## src/rtl/pwr_seq_pkg.sv

```systemverilog
// Shared types and constants for the power-sequencing controller.
package pwr_seq_pkg;

  typedef enum logic [3:0] {
    ST_ON,
    ST_ISO,
    ST_SAVE,
    ST_SW_OFF,
    ST_OFF,
    ST_SW_ON,
    ST_SETTLE,
    ST_RESTORE,
    ST_ISO_REL
  } pwr_seq_state_e;

  localparam logic [1:0] PS_ON         = 2'd0;
  localparam logic [1:0] PS_OFF        = 2'd1;
  localparam logic [1:0] PS_GOING_DOWN = 2'd2;
  localparam logic [1:0] PS_GOING_UP   = 2'd3;

  function automatic int max_of(input int a, input int b);
    return (a > b) ? a : b;
  endfunction

endpackage

```

## src/rtl/pwr_seq_timer.sv

```systemverilog
// Loadable down-counter shared by all timed sequencer states; expire marks the last cycle.
module pwr_seq_timer #(
  parameter int W = 5
) (
  input  logic         clk,
  input  logic         rst,
  input  logic         load,
  input  logic [W-1:0] load_val,
  output logic         expire
);

  logic [W-1:0] cnt_q;
  logic [W-1:0] cnt_d;

  always_comb begin
    cnt_d = cnt_q;
    if (load) begin
      cnt_d = load_val;
    end else if (cnt_q != '0) begin
      cnt_d = cnt_q - W'(1);
    end
  end

  always_ff @(posedge clk) begin
    if (rst) begin
      cnt_q <= '0;
    end else begin
      cnt_q <= cnt_d;
    end
  end

  assign expire = (cnt_q == W'(1));

endmodule

```

## src/rtl/pwr_seq_ctrl.sv

```systemverilog
// Power-sequencing controller for one switchable domain: isolate, save, switch off,
// then switch on, settle, restore and release isolation. All outputs are registered.
module pwr_seq_ctrl
  import pwr_seq_pkg::*;
#(
  parameter int ISO_DLY       = 2,
  parameter int SAVE_DLY      = 2,
  parameter int SETTLE_CYCLES = 4,
  parameter int RESTORE_DLY   = 2,
  parameter int ACK_TIMEOUT   = 16
) (
  input  logic       clk,
  input  logic       rst,
  input  logic       pwr_down_req,
  input  logic       pwr_up_req,
  input  logic       pwr_sw_ack,
  input  logic       err_clr,
  output logic       pwr_sw_en,
  output logic       iso_en,
  output logic       save,
  output logic       restore,
  output logic       busy,
  output logic       done,
  output logic       err,
  output logic [1:0] pwr_state
);

  localparam int MAX_DLY = max_of(max_of(max_of(ISO_DLY, SAVE_DLY),
                                         max_of(SETTLE_CYCLES, RESTORE_DLY)), ACK_TIMEOUT);
  localparam int CNT_W = $clog2(MAX_DLY + 1);

  pwr_seq_state_e state_q, state_d;
  logic             tmr_load;
  logic [CNT_W-1:0] tmr_val;
  logic             tmr_expire;
  logic             err_set;

  logic       pwr_sw_en_q, pwr_sw_en_d;
  logic       iso_en_q, iso_en_d;
  logic       save_q, save_d;
  logic       restore_q, restore_d;
  logic       busy_q, busy_d;
  logic       done_q, done_d;
  logic       err_q, err_d;
  logic [1:0] pwr_state_q, pwr_state_d;

  pwr_seq_timer #(.W(CNT_W)) u_timer (
    .clk      (clk),
    .rst      (rst),
    .load     (tmr_load),
    .load_val (tmr_val),
    .expire   (tmr_expire)
  );

  // Requests are levels sampled only in ON/OFF; during a sequence they are ignored,
  // neither queued nor aborting. Only the request relevant to the stable state acts.
  always_comb begin
    state_d  = state_q;
    tmr_load = 1'b0;
    tmr_val  = '0;
    err_set  = 1'b0;
    case (state_q)
      ST_ON: if (pwr_down_req) begin
        state_d = ST_ISO; tmr_load = 1'b1; tmr_val = CNT_W'(ISO_DLY);
      end
      ST_ISO: if (tmr_expire) begin
        state_d = ST_SAVE; tmr_load = 1'b1; tmr_val = CNT_W'(SAVE_DLY);
      end
      ST_SAVE: if (tmr_expire) begin
        state_d = ST_SW_OFF; tmr_load = 1'b1; tmr_val = CNT_W'(ACK_TIMEOUT);
      end
      ST_SW_OFF: begin
        if (!pwr_sw_ack) begin
          state_d = ST_OFF;
        end else if (tmr_expire) begin
          state_d = ST_OFF; err_set = 1'b1;
        end
      end
      ST_OFF: if (pwr_up_req) begin
        state_d = ST_SW_ON; tmr_load = 1'b1; tmr_val = CNT_W'(ACK_TIMEOUT);
      end
      ST_SW_ON: begin
        if (pwr_sw_ack) begin
          state_d = ST_SETTLE; tmr_load = 1'b1; tmr_val = CNT_W'(SETTLE_CYCLES);
        end else if (tmr_expire) begin
          // Failed power-up falls back to OFF with the switch opened again.
          state_d = ST_OFF; err_set = 1'b1;
        end
      end
      ST_SETTLE: if (tmr_expire) begin
        state_d = ST_RESTORE; tmr_load = 1'b1; tmr_val = CNT_W'(RESTORE_DLY);
      end
      ST_RESTORE: if (tmr_expire) state_d = ST_ISO_REL;
      ST_ISO_REL: state_d = ST_ON;
      default:    state_d = ST_ON;
    endcase
  end

  // Outputs are decoded from the next state so they line up with the registered state.
  always_comb begin
    pwr_sw_en_d = 1'b1;
    iso_en_d    = 1'b1;
    save_d      = 1'b0;
    restore_d   = 1'b0;
    busy_d      = 1'b1;
    pwr_state_d = PS_GOING_DOWN;
    case (state_d)
      ST_ON:      begin iso_en_d = 1'b0; busy_d = 1'b0; pwr_state_d = PS_ON; end
      ST_ISO:     ;
      ST_SAVE:    save_d = 1'b1;
      ST_SW_OFF:  pwr_sw_en_d = 1'b0;
      ST_OFF:     begin pwr_sw_en_d = 1'b0; busy_d = 1'b0; pwr_state_d = PS_OFF; end
      ST_SW_ON:   pwr_state_d = PS_GOING_UP;
      ST_SETTLE:  pwr_state_d = PS_GOING_UP;
      ST_RESTORE: begin restore_d = 1'b1; pwr_state_d = PS_GOING_UP; end
      ST_ISO_REL: begin iso_en_d = 1'b0; pwr_state_d = PS_GOING_UP; end
      default:    begin iso_en_d = 1'b0; busy_d = 1'b0; pwr_state_d = PS_ON; end
    endcase
    done_d = ((state_q == ST_ISO_REL) && (state_d == ST_ON)) ||
             ((state_q == ST_SW_OFF)  && (state_d == ST_OFF));
    err_d  = err_set ? 1'b1 : (err_clr ? 1'b0 : err_q);
  end

  always_ff @(posedge clk) begin
    if (rst) begin
      state_q     <= ST_ON;
      pwr_sw_en_q <= 1'b1;
      iso_en_q    <= 1'b0;
      save_q      <= 1'b0;
      restore_q   <= 1'b0;
      busy_q      <= 1'b0;
      done_q      <= 1'b0;
      err_q       <= 1'b0;
      pwr_state_q <= PS_ON;
    end else begin
      state_q     <= state_d;
      pwr_sw_en_q <= pwr_sw_en_d;
      iso_en_q    <= iso_en_d;
      save_q      <= save_d;
      restore_q   <= restore_d;
      busy_q      <= busy_d;
      done_q      <= done_d;
      err_q       <= err_d;
      pwr_state_q <= pwr_state_d;
    end
  end

  assign pwr_sw_en = pwr_sw_en_q;
  assign iso_en    = iso_en_q;
  assign save      = save_q;
  assign restore   = restore_q;
  assign busy      = busy_q;
  assign done      = done_q;
  assign err       = err_q;
  assign pwr_state = pwr_state_q;

endmodule
```

## config.mk

```make
export PLATFORM = sky130hd
export DESIGN_NAME = pwr_seq_ctrl
export DESIGN_NICKNAME = d
export VERILOG_FILES = /design/src/rtl/pwr_seq_pkg.sv /design/src/rtl/pwr_seq_timer.sv /design/src/rtl/pwr_seq_ctrl.sv
export SDC_FILE = /design/constraint.sdc
export NUM_CORES = 1
export LEC_CHECK = 0
export CORE_UTILIZATION = 45
export DETAILED_ROUTE_END_ITERATION = 6
export GPL_TIMING_DRIVEN = 0
export PLACE_DENSITY = 0.67
export SYNTH_ARGS = -nofsm -noshare
export SYNTH_HDL_FRONTEND = slang
export SYNTH_SLANG_ARGS = --single-unit
export TNS_END_PERCENT = 20
```

## constraint.sdc

```tcl
create_clock -name clk -period 2.3 [get_ports clk]
set_input_delay 0.345 -clock clk [delete_from_list [all_inputs] [get_ports clk]]
set_output_delay 0.345 -clock clk [all_outputs]
set_load 0.005 [all_outputs]
```

==> results of run 1 <==
[cells in the final DEF (no fill, tap or decap), drive strengths merged, types with 2 or more instances in the layout]
| master | n |
|---|---|
| nor2b | 2 |
| a211oi | 3 |
| o32ai | 2 |
| nor4 | 2 |
| nand3b | 4 |
| xor2 | 3 |
| a31oi | 2 |
| inv | 7 |
| or4 | 2 |
| nor3 | 7 |
| mux2i | 2 |
| clkdlybuf4s50 | 12 |
| dfxtp | 18 |
| buf | 5 |
| clkbuf | 7 |
| nand3 | 3 |
| ha | 3 |
| nand2 | 6 |
| nor2 | 12 |
| nor4b | 3 |
| nand2b | 4 |
| a21oi | 8 |
[path summary, 6_finish.rpt]
| check | from | end | slack (ns) | cells past startpoint |
|---|---|---|---|---|
| worst min-delay path | rst | u_timer.cnt_q[1]$_SDFFE_PP0P_ | 0.28 | 2 |
| worst max-delay path | u_timer.cnt_q[1]$_SDFFE_PP0P_ | pwr_sw_en$_SDFF_PP1_ | 0.23 | 8 |
| worst min register to register | u_timer.cnt_q[1]$_SDFFE_PP0P_ | u_timer.cnt_q[1]$_SDFFE_PP0P_ | 0.57 | 2 |
| worst max register to register | u_timer.cnt_q[1]$_SDFFE_PP0P_ | pwr_sw_en$_SDFF_PP1_ | 0.23 | 8 |
[kinds of logic (layout without fill, tap and decap cells)]
group,count (synthesis),after routing,share of synthesized area
simple gates,54,54,0.3160
compound gates,22,22,0.1655
flops,18,18,0.3333
buf+inv,15,31,0.09953
xor+xnor,4,4,0.03241
fa+ha+maj,3,3,0.03473
mux,2,2,0.01852
[cell type report]
class,count,area (sq um),area share
multi-input cells,85,613.1,0.4818
plain buffers,8,81.33,0.06391
well taps,28,35.03,0.02753
repair buffers,12,120.1,0.09440
clock buffers,4,36.28,0.02852
flip-flops and latches,18,360.3,0.2832
inverters,7,26.28,0.02065
[state kept, by name, indices dropped and copies added, names as in the netlist]
| signal | flops |
|---|---|
| save | 1 |
| busy | 1 |
| done | 1 |
| pwr_state | 2 |
| pwr_sw_en | 1 |
| err | 1 |
| restore | 1 |
| iso_en | 1 |
| u_timer.cnt_q | 5 |
| state_q | 4 |
[power by group]
group / leakage [nW] / switching, mW / total (mW) / internal [mW]
combinational: 0.287 / 0.261 / 0.496 / 0.235
sequential: 0.147 / 0.0631 / 0.428 / 0.365
clock: 0.0210 / 0.0892 / 0.186 / 0.0964
[worst max-delay path, stage by stage, from the launching register on]
cell and delay [ns]:
dfxtp_1 0.33, inv_1 0.12, ha_1 0.24, or4b_1 0.47, buf_6 0.16, a21oi_4 0.17, o211ai_4 0.11, nand3b_1 0.17
a21o_1 0.19
[routing by layer]
layer / share of wire / GRT usage
met5: 0 / 0
met3: 0.018 / 0.02976
met2: 0.46 / 0.3224
met1: 0.51 / 0.2750
met4: 0.017 / 0.08796
[stage by stage]
stage / hold slack [ns] / worst slack, ns / std cells / utilization / power [mW]
5_1_grt: 0.2708 / 0.1090 / 162 / 0.5697 / 1.211
4_1_cts: 0.2732 / 0.2220 / 162 / 0.5697 / 1.119
6_report: 0.2784 / 0.2311 / 162 / 0.5697 / 1.110
3_3_place_gp: 0.5355 / 0.2470 / 158 / 0.5535 / 0.9124
2_1_floorplan: 0.5113 / 0.4265 / 118 / - / 0.8118
3_5_place_dp: 0.5577 / 0.2452 / 158 / 0.5535 / 0.9269
==> run_results.csv, run 1 <==
group,metric,value,unit
floorplan,fp.coreArea,2233,sq um
cells_and_area,diodes,0,
floorplan,dieWidth,51.02,um
route,drtPass1Iterations,4,
synth,ys_ff_latch,18,
grt,grt_pass1_vias,930,
run_status,status,"completed",
synth,yosysTopAreaCellShare,0.3333,
floorplan,start_util,0.4840,
clocking,cts_tree,"yes",
cells_and_area,drive_gt1_frac,0.1716,
clocking,postCtsHoldBufs,0,
route,first_iter_violations,12,
route,routed_wl,2277,um
synth,yosysWarnings,0,
sta,finClkSkew,0.003407,ns
sta,setup_viol,0,
clocking,cts_buffer_depth,2,
synth,syn-cell-area,1081,sq um
floorplan,rows,17,
floorplan,io_pins,15,
place,io_buffers,12,
grt,gr-total-overflow,0,
power_and_ir_drop,powerDensity,872.6,nW/um^2
sta,worst_pin_slew,0.6082,ns
route,wl_per_cell,14.06,um
sta,finalMaxSlewViolations,0,
synth,yosysSeqAreaShare,0.3333,
synth,ys.flop_type,"dfxtp_1",
clocking,ctsHtreeMaxLevel,1,
grt,grt_max_degree,11,
synth,synth_edf_count,0,
synth,netlist.top_cell.by_area,"dfxtp_1",
synth,syn_nets,127,
power_and_ir_drop,leakagePower,0.4553,nW
clocking,cts_sinks,18,
clocking,clk_pin_slew,0.09,ns
sta,fmax,483.4,MHz
grt,track_usage,0.2045,
worst_setup_path,arrival,2.26,ns
worst_setup_path,worst_setup_path_start_kind,"flop",
synth,async_flop_share,0,
worst_setup_path,end_kind,"flop",
clocking,cts_setup_buffers,0,
job,max_cap_viol_count,0,
route,routed_via_density,5.593,
clocking,clockRootBuffer,"clkbuf_4",
worst_setup_path,path_max_fanout,9,
synth,synth.most_common_cell,"dfxtp_1",
clocking,postCtsResizedCells,0,
route,vias,906,
cells_and_area,nNetsFinal,144,
sta,hold_viol_final,0,
place,place_congestion,0.8905,
place,place_hpwl,1679,um
grt,antenna_found_initial,0,
sta,rsz0062_at_grt,"no",
synth,ys_top_cells_by_count,"18 x dfxtp_1, 12 x nor2_1, 7 x a21oi_1, 7 x inv_1",
floorplan,die_area,2603,sq um
floorplan,fp.dieH,51.02,um
sta,setup-tns-final,0,ns
synth,synthTopCellsByArea,"dfxtp_1 33%, nor2_1 4.2%, ha_1 3.5%",
clocking,numCtsBuffers,3,
synth,syn_area_per_cell,9.161,sq um
route,ant_nets,0,
sta,min_period,2.069,ns
synth,syn_inst,118,
place,postPlaceCellArea,1236,sq um
sta,fin_crit_sh,0.8995,
worst_setup_path,path_class,"flop to flop",
worst_hold_path,hold_path.class,"input port to flop",
cells_and_area,n_fill_cell,210,
power_and_ir_drop,vdd_drop_max,662.4,uV
clocking,clkLatencyLatePin,0.29,ns
cells_and_area,design_area,1272,sq um
route,drc_errors,0,
synth,ys_types,47,
grt,grt_pass1_wl,4057,um
sta,slew_headroom,0.5908,
worst_setup_path,worstPathRequired,2.49,ns
cells_and_area,area_growth,17.71,%
No activity file was read; power rests on OpenSTA's default activity.
==> run 2: changes to the inputs <==
==> constraint.sdc (replaced) <==
create_clock -name clk -period 2.25 [get_ports clk]
set_input_delay 0.3375 -clock clk [delete_from_list [all_inputs] [get_ports clk]]
set_output_delay 0.3375 -clock clk [all_outputs]
set_load 0.005 [all_outputs]
==> results of run 2 <==
The final DEF is identical to that of run 1. Status: completed.
Main changes from that run: setup slack after placement 0.2452 ns -> 0.1952 ns; setup slack after layout 0.2311 ns -> 0.1811 ns; hold slack 0.2784 ns -> 0.2709 ns; register-to-register setup slack 0.23 ns -> 0.18 ns; total power 1.110 mW -> 1.135 mW; worst IR drop on VDD 662.4 uV -> 677.1 uV
